--- src/rtl/axi_dw_rd_slot_sched_if.sv ---
// -----------------------------------------------------------------------------
// axi_dw_rd_slot_sched_if
//   Control-only bundle between the data-width converter's AR demux / per-slot
//   R beat generators and the read-slot scheduler.
//
//   slave modport  : scheduler view
//     inputs   ar_valid_i, ar_id_i, r_req_i, r_last_i, r_ready_i
//     outputs  ar_ready_o, ar_slot_o, slot_busy_o, r_gnt_o, r_valid_o, r_sel_o
//   master modport : surrounding converter view (directions mirrored)
// -----------------------------------------------------------------------------
interface axi_dw_rd_slot_sched_if #(
  parameter int NumSlots = 4,
  parameter int IdWidth  = 4
);
  localparam int SlotIdxW = $clog2(NumSlots);

  // AR side
  logic                ar_valid_i;
  logic [IdWidth-1:0]  ar_id_i;
  logic                ar_ready_o;
  logic [SlotIdxW-1:0] ar_slot_o;
  logic [NumSlots-1:0] slot_busy_o;

  // R side
  logic [NumSlots-1:0] r_req_i;
  logic [NumSlots-1:0] r_last_i;
  logic [NumSlots-1:0] r_gnt_o;
  logic                r_valid_o;
  logic [SlotIdxW-1:0] r_sel_o;
  logic                r_ready_i;

  modport slave (
    input  ar_valid_i, ar_id_i, r_req_i, r_last_i, r_ready_i,
    output ar_ready_o, ar_slot_o, slot_busy_o, r_gnt_o, r_valid_o, r_sel_o
  );

  modport master (
    output ar_valid_i, ar_id_i, r_req_i, r_last_i, r_ready_i,
    input  ar_ready_o, ar_slot_o, slot_busy_o, r_gnt_o, r_valid_o, r_sel_o
  );
endinterface

--- src/rtl/axi_dw_rd_slot_sched.sv ---
// -----------------------------------------------------------------------------
// axi_dw_rd_slot_sched
//   Read-slot scheduler for the AXI data-width converter read path.
//   Allocates the lowest free read slot to each accepted AR and arbitrates the
//   R channel round-robin among slots with pending beats. A burst, once
//   started, keeps the grant until its last beat (burst lock). An age matrix
//   keeps same-ID bursts in allocation order.
//
//   Ports
//     clk_i   clock
//     rst_ni  asynchronous reset, active low
//     bus     axi_dw_rd_slot_sched_if.slave (AR allocation + R arbitration)
//
//   Optional feature (compile-time macro AXI_DW_RD_SCHED_ID_STALL_EN):
//     defined     : an AR whose ID matches any busy slot is stalled until that
//                   slot frees (at most one outstanding burst per ID).
//     not defined : same-ID ARs take separate slots; ordering relies solely on
//                   the age-matrix eligibility rule.
// -----------------------------------------------------------------------------
module axi_dw_rd_slot_sched #(
  parameter int NumSlots = 4,
  parameter int IdWidth  = 4
) (
  input  logic                        clk_i,
  input  logic                        rst_ni,
  axi_dw_rd_slot_sched_if.slave       bus
);
  localparam int SlotIdxW = $clog2(NumSlots);
  typedef logic [SlotIdxW-1:0] slot_idx_t;
  typedef logic [NumSlots-1:0] slot_vec_t;

  // ---------------------------------------------------------------------------
  // State
  // ---------------------------------------------------------------------------
  slot_vec_t                        busy_q,  busy_d;
  logic [NumSlots-1:0][IdWidth-1:0] id_q,    id_d;
  // older_q[j][k] : slot j was allocated before slot k
  logic [NumSlots-1:0][NumSlots-1:0] older_q, older_d;
  logic                             lock_q,      lock_d;
  slot_idx_t                        lock_slot_q, lock_slot_d;
  slot_idx_t                        rr_ptr_q,    rr_ptr_d;

  // ---------------------------------------------------------------------------
  // Combinational signals
  // ---------------------------------------------------------------------------
  logic          alloc_found;
  slot_idx_t     alloc_idx;
  logic          id_stall;
  logic          ar_ready;
  logic          ar_hs;
  slot_vec_t     blocked;
  slot_vec_t     elig;
  slot_vec_t     gnt;
  slot_idx_t     sel;
  logic          rr_found;
  logic [SlotIdxW:0] idx_w;
  logic          r_valid;
  logic          r_hs;
  slot_idx_t     sel_next;

  // Allocation: lowest free slot, judged on registered busy only, so a slot
  // freed this cycle becomes allocatable one cycle later.
  // NOTE: every variable written in an always_comb gets a default at the top;
  // a path that leaves one unassigned would infer a latch.
  always_comb begin
    alloc_found = 1'b0;
    alloc_idx   = '0;
    for (int i = 0; i < NumSlots; i++) begin
      if (!alloc_found && !busy_q[i]) begin
        alloc_found = 1'b1;
        alloc_idx   = slot_idx_t'(i);
      end
    end

    id_stall = 1'b0;
`ifdef AXI_DW_RD_SCHED_ID_STALL_EN
    for (int i = 0; i < NumSlots; i++) begin
      if (busy_q[i] && (id_q[i] == bus.ar_id_i)) id_stall = bus.ar_valid_i;
    end
`endif

    ar_ready = alloc_found & ~id_stall;
    ar_hs    = bus.ar_valid_i & ar_ready;
  end

  // Eligibility: a requesting slot waits while an older busy slot with the
  // same ID still holds beats.
  always_comb begin
    blocked = '0;
    for (int i = 0; i < NumSlots; i++) begin
      for (int j = 0; j < NumSlots; j++) begin
        if ((j != i) && busy_q[j] && (id_q[j] == id_q[i]) && older_q[j][i])
          blocked[i] = 1'b1;
      end
    end
    elig = busy_q & bus.r_req_i & ~blocked;
  end

  // Arbitration: locked slot keeps the grant; otherwise round-robin from
  // rr_ptr_q over eligible slots.
  always_comb begin
    gnt      = '0;
    sel      = '0;
    rr_found = 1'b0;
    idx_w    = '0;
    if (lock_q) begin
      if (bus.r_req_i[lock_slot_q]) begin
        gnt[lock_slot_q] = 1'b1;
        sel              = lock_slot_q;
      end
    end else begin
      for (int off = 0; off < NumSlots; off++) begin
        idx_w = {1'b0, rr_ptr_q} + (SlotIdxW+1)'(off);
        if (idx_w >= (SlotIdxW+1)'(NumSlots)) idx_w = idx_w - (SlotIdxW+1)'(NumSlots);
        if (!rr_found && elig[idx_w[SlotIdxW-1:0]]) begin
          rr_found = 1'b1;
          sel      = idx_w[SlotIdxW-1:0];
        end
      end
      if (rr_found) gnt[sel] = 1'b1;
    end
    r_valid  = |gnt;
    r_hs     = r_valid & bus.r_ready_i;
    sel_next = (sel == slot_idx_t'(NumSlots-1)) ? '0 : sel + slot_idx_t'(1);
  end

  // Next-state
  always_comb begin
    busy_d      = busy_q;
    id_d        = id_q;
    older_d     = older_q;
    lock_d      = lock_q;
    lock_slot_d = lock_slot_q;
    rr_ptr_d    = rr_ptr_q;

    if (r_hs) begin
      if (bus.r_last_i[sel]) begin
        lock_d      = 1'b0;
        rr_ptr_d    = sel_next;
        busy_d[sel] = 1'b0;
      end else begin
        lock_d      = 1'b1;
        lock_slot_d = sel;
      end
    end else if (r_valid) begin
      // Downstream stalled: pin the grant so r_gnt_o/r_sel_o cannot move
      // until the offered beat is taken.
      lock_d      = 1'b1;
      lock_slot_d = sel;
    end

    if (ar_hs) begin
      busy_d[alloc_idx] = 1'b1;
      id_d[alloc_idx]   = bus.ar_id_i;
      for (int j = 0; j < NumSlots; j++) older_d[j][alloc_idx] = busy_q[j];
      older_d[alloc_idx] = '0;
    end
  end

  // ---------------------------------------------------------------------------
  // Registers
  // ---------------------------------------------------------------------------
  // NOTE: sequential state uses non-blocking assignments so every flop samples
  // the pre-edge value regardless of statement order.
  always_ff @(posedge clk_i or negedge rst_ni) begin
    if (!rst_ni) begin
      busy_q      <= '0;
      older_q     <= '0;
      lock_q      <= 1'b0;
      lock_slot_q <= '0;
      rr_ptr_q    <= '0;
    end else begin
      busy_q      <= busy_d;
      older_q     <= older_d;
      lock_q      <= lock_d;
      lock_slot_q <= lock_slot_d;
      rr_ptr_q    <= rr_ptr_d;
    end
  end

  // NOTE: the per-slot ID store is deliberately left without reset; it is
  // only ever read qualified by busy_q, which is reset.
  always_ff @(posedge clk_i) begin
    id_q <= id_d;
  end

  // ---------------------------------------------------------------------------
  // Outputs
  // ---------------------------------------------------------------------------
  assign bus.ar_ready_o  = ar_ready;
  assign bus.ar_slot_o   = alloc_idx;
  assign bus.slot_busy_o = busy_q;
  assign bus.r_gnt_o     = gnt;
  assign bus.r_valid_o   = r_valid;
  assign bus.r_sel_o     = sel;

endmodule

--- src/flat_wrapper.sv ---
// flat-port wrapper written by rule: the top's interface ports become plain ports
module axi_dw_rd_slot_sched_flat 
#(
  parameter int NumSlots = 4,
  parameter int IdWidth  = 4
)
  (clk_i, rst_ni, bus_ar_valid_i, bus_ar_id_i, bus_r_req_i, bus_r_last_i, bus_r_ready_i, bus_ar_ready_o, bus_ar_slot_o, bus_slot_busy_o, bus_r_gnt_o, bus_r_valid_o, bus_r_sel_o);
  axi_dw_rd_slot_sched_if #(.NumSlots(NumSlots), .IdWidth(IdWidth)) bus_i ();
  input  logic clk_i;
  input  logic rst_ni;
  input wire logic [$bits(bus_i.ar_valid_i)-1:0] bus_ar_valid_i;
  input wire logic [$bits(bus_i.ar_id_i)-1:0] bus_ar_id_i;
  input wire logic [$bits(bus_i.r_req_i)-1:0] bus_r_req_i;
  input wire logic [$bits(bus_i.r_last_i)-1:0] bus_r_last_i;
  input wire logic [$bits(bus_i.r_ready_i)-1:0] bus_r_ready_i;
  output wire logic [$bits(bus_i.ar_ready_o)-1:0] bus_ar_ready_o;
  output wire logic [$bits(bus_i.ar_slot_o)-1:0] bus_ar_slot_o;
  output wire logic [$bits(bus_i.slot_busy_o)-1:0] bus_slot_busy_o;
  output wire logic [$bits(bus_i.r_gnt_o)-1:0] bus_r_gnt_o;
  output wire logic [$bits(bus_i.r_valid_o)-1:0] bus_r_valid_o;
  output wire logic [$bits(bus_i.r_sel_o)-1:0] bus_r_sel_o;
  assign bus_i.ar_valid_i = bus_ar_valid_i;
  assign bus_i.ar_id_i = bus_ar_id_i;
  assign bus_i.r_req_i = bus_r_req_i;
  assign bus_i.r_last_i = bus_r_last_i;
  assign bus_i.r_ready_i = bus_r_ready_i;
  assign bus_ar_ready_o = bus_i.ar_ready_o;
  assign bus_ar_slot_o = bus_i.ar_slot_o;
  assign bus_slot_busy_o = bus_i.slot_busy_o;
  assign bus_r_gnt_o = bus_i.r_gnt_o;
  assign bus_r_valid_o = bus_i.r_valid_o;
  assign bus_r_sel_o = bus_i.r_sel_o;
  axi_dw_rd_slot_sched #(.NumSlots(NumSlots), .IdWidth(IdWidth)) u_core (.clk_i(clk_i), .rst_ni(rst_ni), .bus(bus_i));
endmodule
--- config.mk ---
export PLATFORM = sky130hd
export DESIGN_NAME = axi_dw_rd_slot_sched_flat
export DESIGN_NICKNAME = d
export VERILOG_FILES = /design/src/rtl/axi_dw_rd_slot_sched_if.sv /design/src/rtl/axi_dw_rd_slot_sched.sv /design/src/flat_wrapper.sv
export SDC_FILE = /design/constraint.sdc
export NUM_CORES = 1
export LEC_CHECK = 0
export CAP_MARGIN = 20
export CORE_ASPECT_RATIO = 1.25
export CORE_MARGIN = 5
export CORE_UTILIZATION = 35
export DETAILED_ROUTE_END_ITERATION = 8
export MAX_ROUTING_LAYER = met4
export PLACE_DENSITY_LB_ADDON = 0.12
export SLEW_MARGIN = 20
export SYNTH_ARGS = -nofsm -noshare
export SYNTH_HDL_FRONTEND = slang
export SYNTH_SLANG_ARGS = --single-unit
--- constraint.sdc ---
create_clock -name clk_i -period 3.3 [get_ports clk_i]
set_input_delay 0.33 -clock clk_i [delete_from_list [all_inputs] [get_ports clk_i]]
set_output_delay 0.33 -clock clk_i [all_outputs]
set_load 0.02 [all_outputs]
==> results.yml, run 1 <==
status:
  status: "complete, no violations"
logic_synthesis:
  synthArstFlopShare_pct: 56.8
  synth.distinct_cells: 48
  synth_flop_cell: "dfrtp_1"
  synth-edff-count: 16
  synth_seq_cells: 37
  synth_area_leaders: "dfrtp_1 25%, edfxtp_1 23%, xnor2_1 4.9%"
  syn_inst: 204
  synth_area_um2: 2130
  yosys_warnings: 0
  syn_avg_cell_area_um2: 10.5
  ys_seq_area_share_pct: 47.2
  synth_nets: 224
  yosysTopAreaCellShare_pct: 24.6
  synth_top_area_cell: "dfrtp_1"
worst_setup_path:
  crit_fanout: 2
  worst_path_largest_cell_delay_ns: 0.38
  path_delay_family: "simple AND/OR/NAND/NOR gates"
  arrival_ns: 2.90
  endpoint_kind: "primary output"
  worstPathRequired_ns: 2.97
  cpMaxStageDelayCell: "edfxtp_1"
  setup.worst_path.class: "register to primary output"
  crit_chain: "buf_4, xor2_2, nor4_2, buf_4, a31o_1, or2_2, and4_4, or3_1, buf_4, nor2b_1, nand2_1, o41ai_1, buf_2"
  crit_top_cell: "buf_4"
  critical_path_buf_inv_count: 4
  critPathLaunchType: "register"
clock_network:
  clkSlewWorstSetupHoldPaths_ns: 0.07
  h-tree-depth: 2
  cts_buffers: 5
  cts.sinks: 37
  tritoncts: "yes"
  root_buffer: "clkbuf_8"
  clkLatencyLatePin_ns: 0.29
  clock_path_buffers: 2
  holdBufCountCts: 0
power_and_ir_drop:
  p_per_area_nw_per_um2: 835
  ir_drop_v: 0.000457
  leakagePower_nw: 1.17
  fin_total_pwr_w: 0.00240
grt:
  grt_use_total_pct: 15.6
  grt_pass1_vias: 1838
  antenna_found_initial: 0
  grt_max_degree: 22
  grt.overflow.total: 0
  grt_pass1_wl_mm: 9.20
detailed_routing:
  drt_drc_violations_left: 0
  num_vias: 1753
  wire_per_inst_um: 16.1
  postRouteAntennaNets: 0
  first_pass_iters: 4
  drt_wl_total_mm: 5.60
  drt_iter0_markers: 56
  vias_per_cell: 5.05
layout:
  drive_gt1_share_pct: 23.4
  fin_nets: 284
  final_common_cell: "buf_4"
  syn_to_final_growth_pct: 34.9
  layoutNonFillerInstCount: 347
  final_core_util_pct: 49.1
  final_cell_mix: "32 x buf_4, 22 x nand2_1, 22 x clkdlybuf4s50_1, 21 x nor2_1, 21 x dfrtp_1"
  diodes: 0
sta:
  slew_violations: 0
  hold_viol_final: 0
  fmax_mhz: 310
  tightest_slew_ns: 0.963
  max_slew_margin_pct: 35.6
  clock_skew_ns: 0.00746
  finalCritPeriodShare_pct: 97.8
  setup_viol: 0
  fin_crit_ns: 3.23
floorplan:
  ioPinCount: 30
  die_area_um2: 7760
  initial_core_util_pct: 36.4
  fp.dieW_um: 79.8
  fp-row-count: 31
  die_h_um: 97.3
  core_um2: 5860
place:
  routabilityCongestion: 0.783
  numPortBuffers: 29
  hpwl_mm: 4.27
  place_inst: 336
hold_path:
  hp-class: "register to register"
run:
  maxCapViolations: 0
==> synth_stat cells, drive strengths merged, types with 2 or more instances <==
master   n
mux2i    3
and3     2
dfrtp   21
or3      2
xor2    12
nor2b    4
ha       4
a31oi    3
and4     2
nor2    21
o21ai    6
nand4    5
clkbuf   6
a21boi   3
o41ai    2
nor4     3
nand2b   2
mux2     4
o211ai   2
edfxtp  16
nand3b   3
o22ai    3
or2      3
a21oi    6
inv      9
xnor2   12
nand2   22
o22a     7
nand3    3
==> layer usage <==
metal  vias to the layer above  routed length [um]  part of all wire [%]  GRT usage, %
li1                        854                   -                     -             -
met1                       863                2400                    43          19.6
met2                        31                2980                    53          26.0
met3                         5                 157                   2.8          3.06
met4                         0                  57                   1.0          3.51
met5                         -                   0                     0             -
==> kinds of logic after synthesis <==
| group | Yosys count | synth area share, % |
|---|---|---|
| muxes | 7 | 3.70 |
| buffers and inverters | 16 | 3.17 |
| adders and majority gates | 4 | 2.35 |
| DFF | 37 | 47.2 |
| and+or+nand+nor | 74 | 17.3 |
| AOI/OAI and AO/OA | 42 | 16.5 |
| xor gates and xnor gates | 24 | 9.86 |
==> through the flow <==
| stage | cell area (um^2) | worst slack [ns] | hold WS (ns) | setup TNS [ns] |
|---|---|---|---|---|
| floorplan | 2130 | 0.177 | 0.0344 | 0 |
| global placement | 2700 | -0.0535 | 0.483 | -0.0890 |
| detailed placement | 2700 | -0.0605 | 0.479 | -0.0834 |
| CTS | 2800 | 0.00332 | 0.500 | 0 |
| global route | 2880 | -0.0140 | 0.525 | -0.0396 |
| finish | 2880 | 0.0735 | 0.503 | 0 |
==> what timing repair did <==
action                     CTS  global route
setup endpoints to repair    6             8
hold endpoints to repair     0             0
gates resized for setup     23            13
pin swaps                    1             2
buffers inserted             1             2
==> layout make-up <==
type,instances,area (um^2)
sequential,37,1010
fill,561,2980
clock inverter,2,35.0
timing repair buffer,60,498
multi-input combinational,151,1130
inverter,9,33.8
tap,82,103
clock buffer,6,72.6
==> path summary, 6_finish.rpt <==
| kind | start | end | slack [ns] | depth (start not counted) |
|---|---|---|---|---|
| worst max register to register | u_core.id_q[11] | u_core.lock_slot_q[1] | 0.12 | 13 |
| min in group asynchronous | rst_ni | u_core.lock_slot_q[1] | 0.57 | 1 |
| worst min-delay path | u_core.older_q[9] | u_core.older_q[9] | 0.50 | 1 |
| worst max-delay path | u_core.id_q[11] | bus_r_gnt_o[0] | 0.07 | 13 |
| max in group asynchronous | rst_ni | u_core.older_q[1] | 2.14 | 1 |
| worst min register to register | u_core.older_q[9] | u_core.older_q[9] | 0.50 | 1 |
==> registers in the layout (all words and copies together), names as in the netlist <==
register                cells
u_core.bus.slot_busy_o      4
u_core.id_q                16
u_core.lock_q               1
u_core.lock_slot_q          2
u_core.older_q             12
u_core.rr_ptr_q             2
==> power breakdown <==
part | internal [W] | switching [W]
Combinational | 0.000593 | 0.000659
Sequential | 0.000626 | 0.000142
Clock | 0.000224 | 0.000157
Note: power is estimated with default switching activity, not from simulation.
==> run 2: changes to the inputs <==
--- a/config.mk
+++ b/config.mk
@@ -6,6 +6,8 @@
 export NUM_CORES = 1
 export LEC_CHECK = 0
 export CAP_MARGIN = 20
+export CELL_PAD_IN_SITES_DETAIL_PLACEMENT = 0
+export CELL_PAD_IN_SITES_GLOBAL_PLACEMENT = 1
 export CORE_ASPECT_RATIO = 1.25
 export CORE_MARGIN = 5
 export CORE_UTILIZATION = 35
==> run 2 against run 1 <==
  * The flow now finishes with violations (negative hold slack)
  * Global-route usage is 0.11 points higher
  * Combinational power is 4% lower
  * Maximum frequency increased by 3.4%
  * Sequential cell count did not move
  * First-iteration DRC count is 8.9% higher
  * Largest power group unchanged
==> results.yml, run 2 (same netlist as run 1, synthesis figures left out) <==
clock_network:
  holdBufCountCts: 0
  cts_buffers: 5
  h-tree-depth: 2
  clkLatencyLatePin_ns: 0.29
  clock_path_buffers: 2
  tritoncts: "yes"
  root_buffer: "clkbuf_8"
  cts.sinks: 37
  clkSlewWorstSetupHoldPaths_ns: 0.08
detailed_routing:
  drt_drc_violations_left: 0
  wl_met2_mm: 3.06
  drt_wl_total_mm: 5.68
  vias_per_cell: 5.10
  met1_length_mm: 2.24
  first_pass_iters: 4
  postRouteAntennaNets: 0
  wire_per_inst_um: 16.7
  drt_iter0_markers: 61
  highest_layer: "met4"
  num_vias: 1735
  met3_length_um: 262
sta:
  setup_viol: 0
  fmax_mhz: 321
  rsz0062_at_grt: "no"
  tightest_slew_ns: 0.832
  hold_ws_ns: -0.0174
  clock_skew_ns: 0.0102
  finalCritPeriodShare_pct: 94.5
  fin_crit_ns: 3.12
  slew_violations: 0
  max_slew_margin_pct: 44.4
  hold_viol_final: 21
grt:
  grt_pass1_vias: 1744
  antenna_found_initial: 0
  grt_use_total_pct: 15.8
  grt_max_degree: 22
  grt.overflow.total: 0
  grt_pass1_wl_mm: 9.05
power_and_ir_drop:
  p_per_area_nw_per_um2: 835
  ir_drop_v: 0.000305
  leakagePower_nw: 1.12
layout:
  largest_reg_flops: 16
  diodes: 0
  layoutNonFillerInstCount: 340
  final_common_cell: "buf_4"
  final_cell_mix: "24 x buf_4, 22 x nand2_1, 21 x nor2_1, 21 x clkdlybuf4s50_1, 21 x dfrtp_1"
  drive_gt1_share_pct: 19.0
  fill_cells: 579
  fin_nets: 277
  final_core_util_pct: 47.3
  syn_to_final_growth_pct: 29.8
  top_register: "u_core.id_q"
worst_setup_path:
  crit_chain: "xor2_1, nor4_1, and3_1, or3_4, a21boi_1, or3_1, nor2b_1, o2bb2ai_1, clkdlybuf4s15_1"
  crit_fanout: 4
  arrival_ns: 2.79
  path_delay_family: "simple AND/OR/NAND/NOR gates"
  endpoint_kind: "primary output"
  worst_path_largest_cell_delay_ns: 0.45
  critPathLaunchType: "register"
  critical_path_buf_inv_count: 1
  worstPathRequired_ns: 2.97
  setup.worst_path.class: "register to primary output"
  cpMaxStageDelayCell: "edfxtp_1"
place:
  hpwl_mm: 4.49
  numPortBuffers: 29
  routabilityCongestion: 0.790
  place_inst: 332
status:
  violations: "negative hold slack"
  status: "complete, but fails checks"
floorplan:
  core_um2: 5860
  fp.dieW_um: 79.8
  die_h_um: 97.3
  fp-row-count: 31
  ioPinCount: 30
  initial_core_util_pct: 36.4
  die_area_um2: 7760
hold_path:
  hp-class: "input pin to async pin"
run:
  maxCapViolations: 0
run 2: cell count changes in the layout (fill, tap and decap cells not counted), sizes merged:
| cell | delta |
|---|---|
| clkdlybuf4s15 | +1 |
| inv | +1 |
| bufinv | -1 |
| clkbuf | +3 |
| clkinv | -1 |
| buf | -9 |
| clkdlybuf4s50 | -1 |
run 2: metal layers:
layer | up-vias | GRT usage [%]
li1 | 846 | -
met1 | 848 | 17.0
met2 | 31 | 27.7
met3 | 10 | 3.62
met4 | 0 | 5.72
met5 | - | -
run 2: layout make-up:
cell class                      count  area, um^2  share of cell area (%)
Timing Repair Buffer               53         443                    16.0
Multi-Input combinational cell    151        1090                    39.4
Tap cell                           82         103                    3.71
Clock buffer                        7        86.3                    3.12
Clock inverter                      1        6.26                   0.226
Inverter                            9        33.8                    1.22
Sequential cell                    37        1010                    36.3
run 2: final timing paths:
kind | startpoint | to | slack, ns | depth (start not counted)
max reg2reg | u_core.id_q[10] | u_core.rr_ptr_q[0] | 0.22 | 11
min | rst_ni | u_core.lock_q | -0.02 | 1
max | u_core.id_q[9] | bus_r_gnt_o[2] | 0.18 | 9
max in group asynchronous | rst_ni | u_core.older_q[11] | 2.98 | 1
min reg2reg | u_core.older_q[7] | u_core.older_q[7] | 0.50 | 2
min in group clk_i | u_core.older_q[7] | u_core.older_q[7] | 0.50 | 2
run 2: where the power goes:
part / switching, W / internal, W
Sequential: 0.000155 / 0.000626
Combinational: 0.000640 / 0.000559
Clock: 0.000161 / 0.000170
Total: 0.000955 / 0.00136
run 2: per-stage QoR:
stage / total power [W] / setup slack, ns / TNS, ns / cell area (um^2) / hold slack (ns)
after floorplan: 0.00149 / 0.177 / 0 / 2130 / 0.0344
after global placement: 0.00202 / -0.00737 / -0.0102 / 2670 / 0.477
after detailed placement: 0.00202 / -0.0194 / -0.0388 / 2670 / 0.491
after CTS: 0.00233 / 0.00423 / 0 / 2760 / 0.508
after global routing: 0.00248 / 0.00823 / 0 / 2770 / 0.0197
final: 0.00231 / 0.180 / 0 / 2770 / -0.0174
run 2: what timing repair did:
item	CTS	global route
resized for setup	8	17
endpoints found under the hold margin	0	0
pin swaps	1	2
setup endpoints to repair	9	16
setup buffers	0	0
==> run 3: changes to the inputs <==
--- a/config.mk
+++ b/config.mk
@@ -14,6 +14,7 @@
 export DETAILED_ROUTE_END_ITERATION = 8
 export MAX_ROUTING_LAYER = met4
 export PLACE_DENSITY_LB_ADDON = 0.12
+export SETUP_SLACK_MARGIN = 0.2
 export SLEW_MARGIN = 20
 export SYNTH_ARGS = -nofsm -noshare
 export SYNTH_HDL_FRONTEND = slang
==> run 3 against run 2 <==
  * The run still ends with negative hold slack left
  * Register-to-register slack got worse by 0.05 ns
  * Sequential power barely moved
  * Clock power rose by 39%
  * Count of clock-buffer cells in the layout fell by 2
  * Non-clock buffer count rose by 8
  * First-iteration DRC count rose by 25%
  * Clock skew fell by 0.0012 ns
  * Critical path depth rose by 3
  * Maximum frequency fell by 0.75%
  * Global-route usage rose by 0.095 points
  * Cell area rose by 12%
  * Largest cell class unchanged
  * Largest power group unchanged
==> results.yml, run 3 (same netlist as run 1, synthesis figures left out) <==
status:
  status: "complete, but fails checks"
  violations: "negative hold slack"
sta:
  hold_viol_final: 4
  rsz0062_at_grt: "yes"
  clock_skew_ns: 0.00907
  setup_slack_ns: 0.157
  hold_ws_ns: -0.00581
  setup_viol: 0
  tightest_slew_ns: 0.874
  finalCritPeriodShare_pct: 95.2
  fmax_mhz: 318
  fin_tns_setup_ns: 0
  max_slew_margin_pct: 41.6
  slew_violations: 0
  fin_crit_ns: 3.14
detailed_routing:
  num_vias: 1758
  postRouteAntennaNets: 0
  drt_iter0_markers: 76
  drt_wl_total_mm: 5.84
  drt_drc_violations_left: 0
  first_pass_iters: 4
  wire_per_inst_um: 16.8
  vias_per_cell: 5.05
layout:
  drive_gt1_share_pct: 30.1
  top_register: "u_core.id_q"
  final_common_cell: "buf_4"
  final_core_util_pct: 52.9
  final_cell_mix: "27 x buf_4, 21 x nand2_1, 21 x nor2_1, 21 x clkdlybuf4s50_1, 21 x dfrtp_1"
  fin_nets: 285
  layoutNonFillerInstCount: 348
  fill_cells: 520
  diodes: 0
  syn_to_final_growth_pct: 45.3
  largest_reg_flops: 16
run:
  maxCapViolations: 0
worst_setup_path:
  worstPathRequired_ns: 2.97
  reg2reg_depth: 11
  critPathLaunchType: "register"
  endpoint_kind: "primary output"
  arrival_ns: 2.81
  setup.worst_path.class: "register to primary output"
  crit_fanout: 3
clock_network:
  h-tree-depth: 2
  clkLatencyLatePin_ns: 0.29
  clock_path_buffers: 2
  root_buffer: "clkbuf_8"
  cts_buffers: 5
  holdBufCountCts: 0
  clkSlewWorstSetupHoldPaths_ns: 0.08
  cts.sinks: 37
  tritoncts: "yes"
grt:
  grt_use_total_pct: 15.9
  antenna_found_initial: 0
  grt_max_degree: 22
  grt_pass1_wl_mm: 9.38
  grt_pass1_vias: 1866
  grt.overflow.total: 0
floorplan:
  fp.dieW_um: 79.8
  core_um2: 5860
  fp-row-count: 31
  initial_core_util_pct: 36.4
  die_area_um2: 7760
  die_h_um: 97.3
  ioPinCount: 30
place:
  pre_cts_ws_ns: -0.00502
  place_inst: 328
  numPortBuffers: 29
  routabilityCongestion: 0.828
  hpwl_mm: 4.27
power_and_ir_drop:
  leakagePower_nw: 1.25
  p_per_area_nw_per_um2: 865
  ir_drop_v: 0.000518
hold_path:
  hp-class: "input pin to async pin"
## run 3: worst paths after layout
check | startpoint | end | slack [ns]
worst max-delay path | u_core.id_q[4] | bus_r_gnt_o[0] | 0.16
max in group asynchronous | rst_ni | u_core.older_q[9] | 2.97
worst min-delay path | rst_ni | u_core.older_q[6] | -0.006
worst max register to register | u_core.id_q[4] | u_core.rr_ptr_q[1] | 0.17
worst min register to register | u_core.older_q[2] | u_core.older_q[2] | 0.50
min in group clk_i | u_core.older_q[2] | u_core.older_q[2] | 0.50
## run 3: critical path, cell delays in order (launching register included)
cell      delay [ns]
edfxtp_1        0.53
buf_6           0.18
xnor2_1         0.11
nand4_1         0.14
o22ai_2         0.12
or3_4           0.36
a21boi_4        0.15
or3_4           0.41
buf_6           0.13
nor2b_4         0.12
nand2_2         0.06
o41ai_2         0.06
buf_4           0.16
## run 3: layer usage
layer,global-route usage (%),routed length [um],vias up
met5,-,0,-
met4,4.42,63,0
met3,2.78,151,6
met2,25.9,3010,32
met1,20.1,2620,867
li1,-,-,853
## run 3: power by group
group	internal (W)	switching (W)
Clock	0.000300	0.000160
Combinational	0.000713	0.000726
Sequential	0.000626	0.000153
Total	0.00164	0.00104
## run 3: area by class of cell
type | count | area, um^2 | share of cell area (%)
Multi-Input combinational cell | 151 | 1280 | 41.3
Sequential cell | 37 | 1010 | 32.5
Clock buffer | 5 | 68.8 | 2.22
Tap cell | 82 | 103 | 3.31
Timing Repair Buffer | 61 | 543 | 17.5
Clock inverter | 3 | 65.1 | 2.10
Inverter | 9 | 33.8 | 1.09
## run 3: repair_timing
action	4_1_cts	5_1_grt
resized for setup	34	41
buffers inserted	3	9
endpoints found under the setup margin	15	14
gates cloned	0	0
pin swaps	14	21
## run 3: metrics by stage
stage / power [W] / instance area, um^2
after global routing: 0.00285 / 3100
after floorplan: 0.00149 / 2130
after CTS: 0.00246 / 2830
after global placement: 0.00199 / 2640
final: 0.00268 / 3100
after detailed placement: 0.00199 / 2640
